### config.mk
export PLATFORM = sky130hd
export DESIGN_NAME = pwm_capture
export DESIGN_NICKNAME = d
export VERILOG_FILES = /design/src/rtl/pwm_capture.sv
export SDC_FILE = /design/constraint.sdc
export NUM_CORES = 1
export LEC_CHECK = 0
export BUFFER_PORTS_ARGS = -buffer_cell sky130_fd_sc_hd__buf_2
export CAP_MARGIN = 0
export CORE_AREA = 2 2 88 90
export DETAILED_ROUTE_END_ITERATION = 12
export DIE_AREA = 0 0 90 92
export GPL_TIMING_DRIVEN = 0
export PLACE_DENSITY_LB_ADDON = 0.08
export SLEW_MARGIN = 25
export SYNTH_ARGS = -nofsm -noshare
export SYNTH_HDL_FRONTEND = slang
export SYNTH_SLANG_ARGS = --single-unit
### constraint.sdc
create_clock -name clk -period 1.9 [get_ports clk]
set_input_delay 0.285 -clock clk [delete_from_list [all_inputs] [get_ports clk]]
set_output_delay 0.285 -clock clk [all_outputs]
set_load 0.005 [all_outputs]
### src/rtl/pwm_capture.sv
// pwm_capture: measures high time and period of an asynchronous PWM input in
// clock cycles and flags a stuck input with a timeout.
// Optional glitch filter: define PWM_CAPTURE_FILTER_EN.
module pwm_capture #(
  parameter int unsigned LENGHT = 10
) (
  input  logic              clk,
  input  logic              rst,
  input  logic              pwm_in,
  output logic [LENGHT-1:0] high_time,
  output logic [LENGHT-1:0] period,
  output logic              valid,
  output logic              timeout,
  output logic              level
);

  localparam logic [LENGHT-1:0] ONE = LENGHT'(1);

  typedef enum logic [1:0] {
    IDLE  = 2'd0,
    RUN   = 2'd1,
    STALL = 2'd2
  } state_t;

  state_t state_q, state_d;

  logic sync1_q, sync2_q;
  logic s;
  logic lvl;
  logic lvl_dly_q;
  logic [1:0] fill_q;
  logic armed_q;
  logic rise;

  logic [LENGHT-1:0] cnt_p_q, cnt_p_d;
  logic [LENGHT-1:0] cnt_h_q, cnt_h_d;
  logic [LENGHT-1:0] cnt_p_inc;
  logic [LENGHT-1:0] period_q, period_d;
  logic [LENGHT-1:0] high_q, high_d;
  logic              valid_q, valid_d;
  logic              timeout_q, timeout_d;
  logic              level_q, level_d;

  // Two-flop synchronizer for the asynchronous pin.
  always_ff @(posedge clk) begin
    if (rst) begin
      sync1_q <= 1'b0;
      sync2_q <= 1'b0;
    end else begin
      sync1_q <= pwm_in;
      sync2_q <= sync1_q;
    end
  end

  assign s = sync2_q;

  // Tracks when the synchronizer holds real pin samples again after reset.
  always_ff @(posedge clk) begin
    if (rst) begin
      fill_q <= '0;
    end else begin
      fill_q <= {fill_q[0], 1'b1};
    end
  end

`ifdef PWM_CAPTURE_FILTER_EN
  logic [1:0] hist_q;
  logic       filt_q;

  // Filtered level follows s only once three consecutive samples agree.
  always_comb begin
    lvl = filt_q;
    if ((s == hist_q[0]) && (s == hist_q[1])) begin
      lvl = s;
    end
  end

  // Sample history and held filter output.
  always_ff @(posedge clk) begin
    if (rst) begin
      hist_q <= '0;
      filt_q <= 1'b0;
    end else begin
      hist_q <= {hist_q[0], s};
      filt_q <= lvl;
    end
  end
`else
  // Without the filter the synchronized level drives the edge detector.
  always_comb begin
    lvl = s;
  end
`endif

  // Edge detector delay and arming: a rise only counts after the real input
  // has been observed low, so a pin high across reset release is not an edge.
  always_ff @(posedge clk) begin
    if (rst) begin
      lvl_dly_q <= 1'b0;
      armed_q   <= 1'b0;
    end else begin
      lvl_dly_q <= lvl;
      armed_q   <= armed_q | (fill_q[1] & ~s & ~lvl);
    end
  end

  assign rise = lvl & ~lvl_dly_q & armed_q;

  // State, counters and output registers.
  always_ff @(posedge clk) begin
    if (rst) begin
      state_q   <= IDLE;
      cnt_p_q   <= '0;
      cnt_h_q   <= '0;
      period_q  <= '0;
      high_q    <= '0;
      valid_q   <= 1'b0;
      timeout_q <= 1'b0;
      level_q   <= 1'b0;
    end else begin
      state_q   <= state_d;
      cnt_p_q   <= cnt_p_d;
      cnt_h_q   <= cnt_h_d;
      period_q  <= period_d;
      high_q    <= high_d;
      valid_q   <= valid_d;
      timeout_q <= timeout_d;
      level_q   <= level_d;
    end
  end

  // Next-state, counter and measurement logic.
  // Timeout is tested on the incremented count: a period that would reach
  // 2^LENGHT-1 cycles times out, so 2^LENGHT-2 stays the largest measurable.
  always_comb begin
    state_d   = state_q;
    cnt_p_d   = cnt_p_q;
    cnt_h_d   = cnt_h_q;
    period_d  = period_q;
    high_d    = high_q;
    valid_d   = 1'b0;
    timeout_d = timeout_q;
    level_d   = level_q;
    cnt_p_inc = cnt_p_q + ONE;

    if (rise) begin
      cnt_p_d = ONE;
      cnt_h_d = ONE;
      case (state_q)
        IDLE:  state_d = RUN;
        RUN: begin
          period_d  = cnt_p_q;
          high_d    = cnt_h_q;
          timeout_d = 1'b0;
          valid_d   = 1'b1;
          state_d   = RUN;
        end
        STALL: state_d = RUN;
        default: state_d = IDLE;
      endcase
    end else if (state_q != STALL) begin
      cnt_p_d = cnt_p_inc;
      if (lvl) begin
        cnt_h_d = cnt_h_q + ONE;
      end
      if (cnt_p_inc == '1) begin
        period_d  = '0;
        high_d    = '0;
        timeout_d = 1'b1;
        level_d   = lvl;
        valid_d   = 1'b1;
        state_d   = STALL;
      end
    end
  end

  assign high_time = high_q;
  assign period    = period_q;
  assign valid     = valid_q;
  assign timeout   = timeout_q;
  assign level     = level_q;

endmodule
==> flow_metrics.tcl, run 1 <==
set metrics [dict create \
    status "finished clean" \
    drtAntennaViolNets 0 \
    antenna_found_initial 0 \
    cts_tree "yes" \
    setup_viol 0 \
    grt_usage 0.1313 \
    drive_above_1_share 0.1985 \
    fill_cells 812 \
    ys_seq_area_frac 0.4733 \
    slew_violations 0 \
    cts_sinks 51 \
    cpPeakStageDelay_ps 410 \
    setup_ws_ps 136.8 \
    finalCritPeriodShare 0.9280 \
    start_util 0.2897 \
    final_core_util 0.3409 \
    num_rows 32 \
    synth-async-reset-ratio 0 \
    finalClockSkew_ps 7.879 \
    coreArea_mm2 0.007447 \
    synthTopCellsByArea "dfxtp_1 (47%), a22oi_1 (7.3%), o21ai_0 (6.5%), nand2_1 (5.0%), xor2_1 (3.2%)" \
    drv_cap 0 \
    io_pins 26 \
    wire_per_inst_um 13.70 \
    arrival_ps 1960 \
    synth_nets 245 \
    synth_area_per_cell_um2 9.025 \
    ys_types 40 \
    drt-total-wl_mm 5.123 \
    min_period_ps 1763 \
    fin_cells 374 \
    tns_ps 0 \
    timing.fmax_mhz 567.2 \
    path_max_fanout 10 \
    ys_ff_latch 51 \
    hold_viol_final 0 \
    r2r_cells 6 \
    critPathKind "reg2reg" \
    cts_setup_buffers 0 \
    via_count 1766 \
    dp_hpwl_mm 3.574 \
    grt_pass1_vias 1694 \
    grt_max_degree 16 \
    rsz0062_at_grt "false" \
    insertion_delay_ps 300 \
    fin_nets 277 \
    hold_class "in2reg" \
    path_cells "ha_1 -> xor2_2 -> o2111ai_2 -> nor3_4 -> buf_4 -> o21ai_0" \
    firstDrtPassIters 4 \
    synth_top_cell_area_share 0.4733 \
    place_inst 366 \
    viasPerCell 4.722 \
    root_buffer "clkbuf_8" \
    cts_made_buffers 5 \
    fp.dieH_um 92 \
    worst-r2r-setup-slack_ps 140 \
    hold_buffers 0 \
    drtIter0Drc 95 \
    r2r-end "period[0]" \
    syn2layout_area_growth_pct 17.69 \
    overflow 0 \
    synth-edff-count 0 \
    hold_depth 2 \
    synth_area_mm2 0.002157 \
    worst_pin_slew_ps 508.6 \
    worstHoldStart "pwm_in" \
    total_leakage_power_nw 0.9732 \
    endpoint_kind "flop" \
    netlist_instances 239 \
    htree_levels 2 \
    io_buffers 25 \
    yosys.area.top_type "dfxtp_1" \
    drc 0 \
    path_clk_slew_ps 100 \
    r2r_start "cnt_p_q[0]" \
    cp-start-kind "flop" \
    whs_endpoint "sync1_q" \
    place.gp.congestion 0.7039 \
    yosys.cell_count.top_type "dfxtp_1" \
    pwr_density_cell_mw_per_mm2 770.7 \
    ir_worst_vdd_v 0.0003010 \
    die_area_mm2 0.008280 \
    ys.flop_type "dfxtp_1" \
    place_ws_ps -40.68 \
    clockBufferDepth 2 \
    slowest_stage "dfxtp_2" \
    n_antenna_cell 0 \
    die_w_um 90 \
    slew_headroom 0.6609 \
    critPathRequiredTime_ps 2090 \
    grt_pass1_wl_mm 8.666 \
    synth_commonest_cells "dfxtp_1 (51), nand2_1 (29), o21ai_0 (28)" \
    ys_warn_count 0 \
]
==> worst max-delay path, delay by kind of cell (launching register included) <==
| kind | cells | cell delay, ps |
|---|---|---|
| DFF | 1 | 410 |
| and+or+nand+nor | 1 | 330 |
| AOI/OAI and AO/OA | 2 | 260 |
| adders and majority gates | 1 | 250 |
| buffers and inverters | 1 | 240 |
| xor gates and xnor gates | 1 | 160 |
==> routing by layer <==
metal,wire (um),track usage
met1,2679,0.1855
met2,2175,0.1911
met3,159,0.02547
met4,109,0.06410
met5,0,0
==> worst max-delay path by stage <==
stage               startpoint        end  slack, ps  cells after the start
floorplan           cnt_p_q[0]      level        230                      5
global placement    cnt_p_q[0]      level        -50                      5
detailed placement  cnt_p_q[0]      level        -40                      5
CTS                 cnt_p_q[1]      level         20                      5
global route        cnt_p_q[1]  period[4]         10                      6
finish              cnt_p_q[0]  period[0]        140                      6
==> final cells by class <==
type	instances	area, um2	area share
Clock buffer	6	82.58	0.03253
Clock inverter	2	35.03	0.01380
Sequential cell	51	1023	0.4032
Multi-Input combinational cell	169	1033	0.4071
Buffer	14	92.59	0.03647
Timing Repair Buffer	25	125.1	0.04929
Inverter	5	18.77	0.007393
Tap cell	102	127.6	0.05027
==> stage by stage <==
| step | total power [mW] | hold slack (ps) | cell area (um2) |
|---|---|---|---|
| floorplan | 1.173 | 391.2 | 2157 |
| CTS | 1.991 | 175.1 | 2537 |
| finish | 1.957 | 186.9 | 2539 |
| detailed placement | 1.197 | 426.4 | 2410 |
| global placement | 1.197 | 419.5 | 2410 |
| global route | 2.043 | 181.4 | 2539 |
==> kinds of logic after synthesis <==
kind of cell               Yosys count  share of synthesized area
AOI/OAI and AO/OA                   69                     0.1961
xor gates and xnor gates            12                    0.05221
adders and majority gates            3                    0.01740
buffers and inverters               19                    0.05046
DFF                                 51                     0.4733
muxes                                1                   0.005220
and+or+nand+nor                     84                     0.2053
==> where the power goes <==
part	switching [mW]	internal, mW	total (mW)
sequential	0.0146	1.08	1.10
clock	0.358	0.427	0.785
combinational	0.0470	0.0268	0.0739
total	0.420	1.54	1.96
==> repair_timing <==
item                                    4_1_cts  5_1_grt
resized for setup                             3        1
pin swaps                                     0        2
endpoints found under the setup margin       11       21
==> registers in the layout, summed over array words and instances, names as in the netlist <==
register   flops
timeout        1
valid          1
fill_q         2
period        10
armed_q        1
level          1
lvl            1
high_time     10
cnt_h_q       10
cnt_p_q       10
sync1_q        1
state_q        2
lvl_dly_q      1
==> cell usage in the layout (no fill, tap or decap), types with 5 or more instances in the layout <==
cell	Yosys	routed
a21oi_1	12	12
dfxtp_1	51	49
buf_2	7	31
clkbuf_8	1	7
nand4_1	8	8
or3_1	7	7
nand2_1	29	29
nand3_1	6	6
o21ai_0	28	28
xor2_1	8	8
inv_1	5	5
nor2_1	13	13
a22oi_1	21	21
Power figures use the tool's default switching activity.
==> run 2, diff against run 1 <==
==> constraint.sdc (replaced) <==
create_clock -name clk -period 2.2 [get_ports clk]
set_input_delay 0.33 -clock clk [delete_from_list [all_inputs] [get_ports clk]]
set_output_delay 0.33 -clock clk [all_outputs]
set_load 0.005 [all_outputs]
==> flow_metrics.tcl, run 2 (same netlist as run 1, synthesis figures left out) <==
set metrics [dict create \
    finalCritPeriodShare 0.8875 \
    grt_pass1_wl_mm 8.638 \
    start_util 0.2897 \
    drc 0 \
    status "finished clean" \
    cts_tree "yes" \
    insertion_delay_ps 310 \
    critPathRequiredTime_ps 2400 \
    cp-start-kind "flop" \
    stdcell_area_mm2 0.002527 \
    firstDrtPassIters 4 \
    fin_nets 277 \
    critPathKind "reg2reg" \
    hold_depth 2 \
    io_buffers 25 \
    grt_max_degree 16 \
    fill_cells 814 \
    setup_viol 0 \
    total_leakage_power_nw 0.9728 \
    die_area_mm2 0.008280 \
    cts_made_buffers 5 \
    place.gp.congestion 0.7039 \
    slew_headroom 0.6606 \
    io_pins 26 \
    seq_area_mm2 0.001021 \
    timing.fmax_mhz 512.1 \
    dp_hpwl_mm 3.574 \
    tns_ps 0 \
    n_antenna_cell 0 \
    rsz0062_at_grt "false" \
    worstHoldStart "pwm_in" \
    hold_buffers 0 \
    multiInputGateArea_mm2 0.001027 \
    worst-r2r-setup-slack_ps 250 \
    fp.dieH_um 92 \
    path_cells "ha_1 -> xor2_2 -> o2111ai_2 -> nor4_1 -> mux2_1" \
    grt_usage 0.1308 \
    root_buffer "clkbuf_8" \
    grt_pass1_vias 1677 \
    path_clk_slew_ps 90 \
    wire_per_inst_um 13.70 \
    r2r_start "cnt_p_q[0]" \
    drv_cap 0 \
    hold_class "in2reg" \
    endpoint_kind "flop" \
    syn2layout_area_growth_pct 17.17 \
    via_count 1765 \
    arrival_ps 2150 \
    final_common_cell "dfxtp_1" \
    viasPerCell 4.719 \
    coreArea_mm2 0.007447 \
    final_cell_mix "dfxtp_1 (51), buf_2 (32), nand2_1 (29), o21ai_0 (28), a22oi_1 (21)" \
    slew_violations 0 \
    whs_endpoint "sync1_q" \
    cts_sinks 51 \
    antenna_found_initial 0 \
    ir_worst_vdd_v 0.0002548 \
    drive_above_1_share 0.1875 \
    path_max_fanout 6 \
    critical_path_buf_inv_count 0 \
    hold_viol_final 0 \
    placed_cell_area_mm2 0.002410 \
    cpPeakStageDelay_ps 480 \
    overflow 0 \
    critPathTopFamily "flip-flops" \
    drtAntennaViolNets 0 \
    min_period_ps 1953 \
    num_rows 32 \
    drtIter0Drc 99 \
    die_w_um 90 \
    worst_pin_slew_ps 509.0 \
    r2r-end "level" \
    post_cts_resized 0 \
    pwr_density_cell_mw_per_mm2 670.6 \
    clockBufferDepth 2 \
    drt-total-wl_mm 5.124 \
    htree_levels 2 \
    finalClockSkew_ps 12.20 \
    r2r_cells 5 \
    slowest_stage "dfxtp_1" \
    cts_setup_buffers 0 \
]
## run 2: cell types whose count changed in the layout (fill, tap and decap cells not counted)
cell and delta:
dfxtp_2 -2, buf_2 +1, nor4_2 -1, dfxtp_1 +2, nor4_1 +1, buf_4 -1
## run 2: where the power goes
part	internal (mW)	switching (mW)
Sequential	0.935	0.0127
Clock	0.369	0.315
Combinational	0.0231	0.0405
## run 2: stage by stage
| stage | cells | util | hold slack [ps] | setup WS, ps | power (mW) |
|---|---|---|---|---|---|
| global route | 374 | 0.3394 | 226.4 | 75.67 | 1.766 |
| global placement | 366 | 0.3236 | 419.5 | 250.8 | 1.034 |
| finish | 374 | 0.3394 | 231.9 | 247.4 | 1.695 |
| floorplan | 239 | - | 413.8 | 530.4 | 1.013 |
| detailed placement | 366 | 0.3236 | 426.4 | 259.3 | 1.033 |
| CTS | 374 | 0.3394 | 220.1 | 217.5 | 1.719 |
## run 2: metal layers
metal / vias up / global-route usage / share of wire
met5: - / 0 / 0
met4: 0 / 0.06410 / 0.021
met3: 6 / 0.02547 / 0.031
met2: 29 / 0.1886 / 0.42
met1: 816 / 0.1860 / 0.53
li1: 914 / - / -
## run 2: cell type report
class	instances	share of cell area
Multi-Input combinational cell	169	0.4064
Sequential cell	51	0.4040
Tap cell	102	0.05049
Timing Repair Buffer	25	0.04951
Buffer	14	0.03564
Clock buffer	6	0.03267
Clock inverter	2	0.01386
Inverter	5	0.007426
## run 2: how the worst max path moves through the flow
stage,endpoint,start,cells past startpoint
floorplan,level,cnt_p_q[0],5
global route,level,cnt_p_q[1],5
global placement,level,cnt_p_q[0],5
detailed placement,level,cnt_p_q[0],5
CTS,level,cnt_p_q[0],5
finish,level,cnt_p_q[0],5
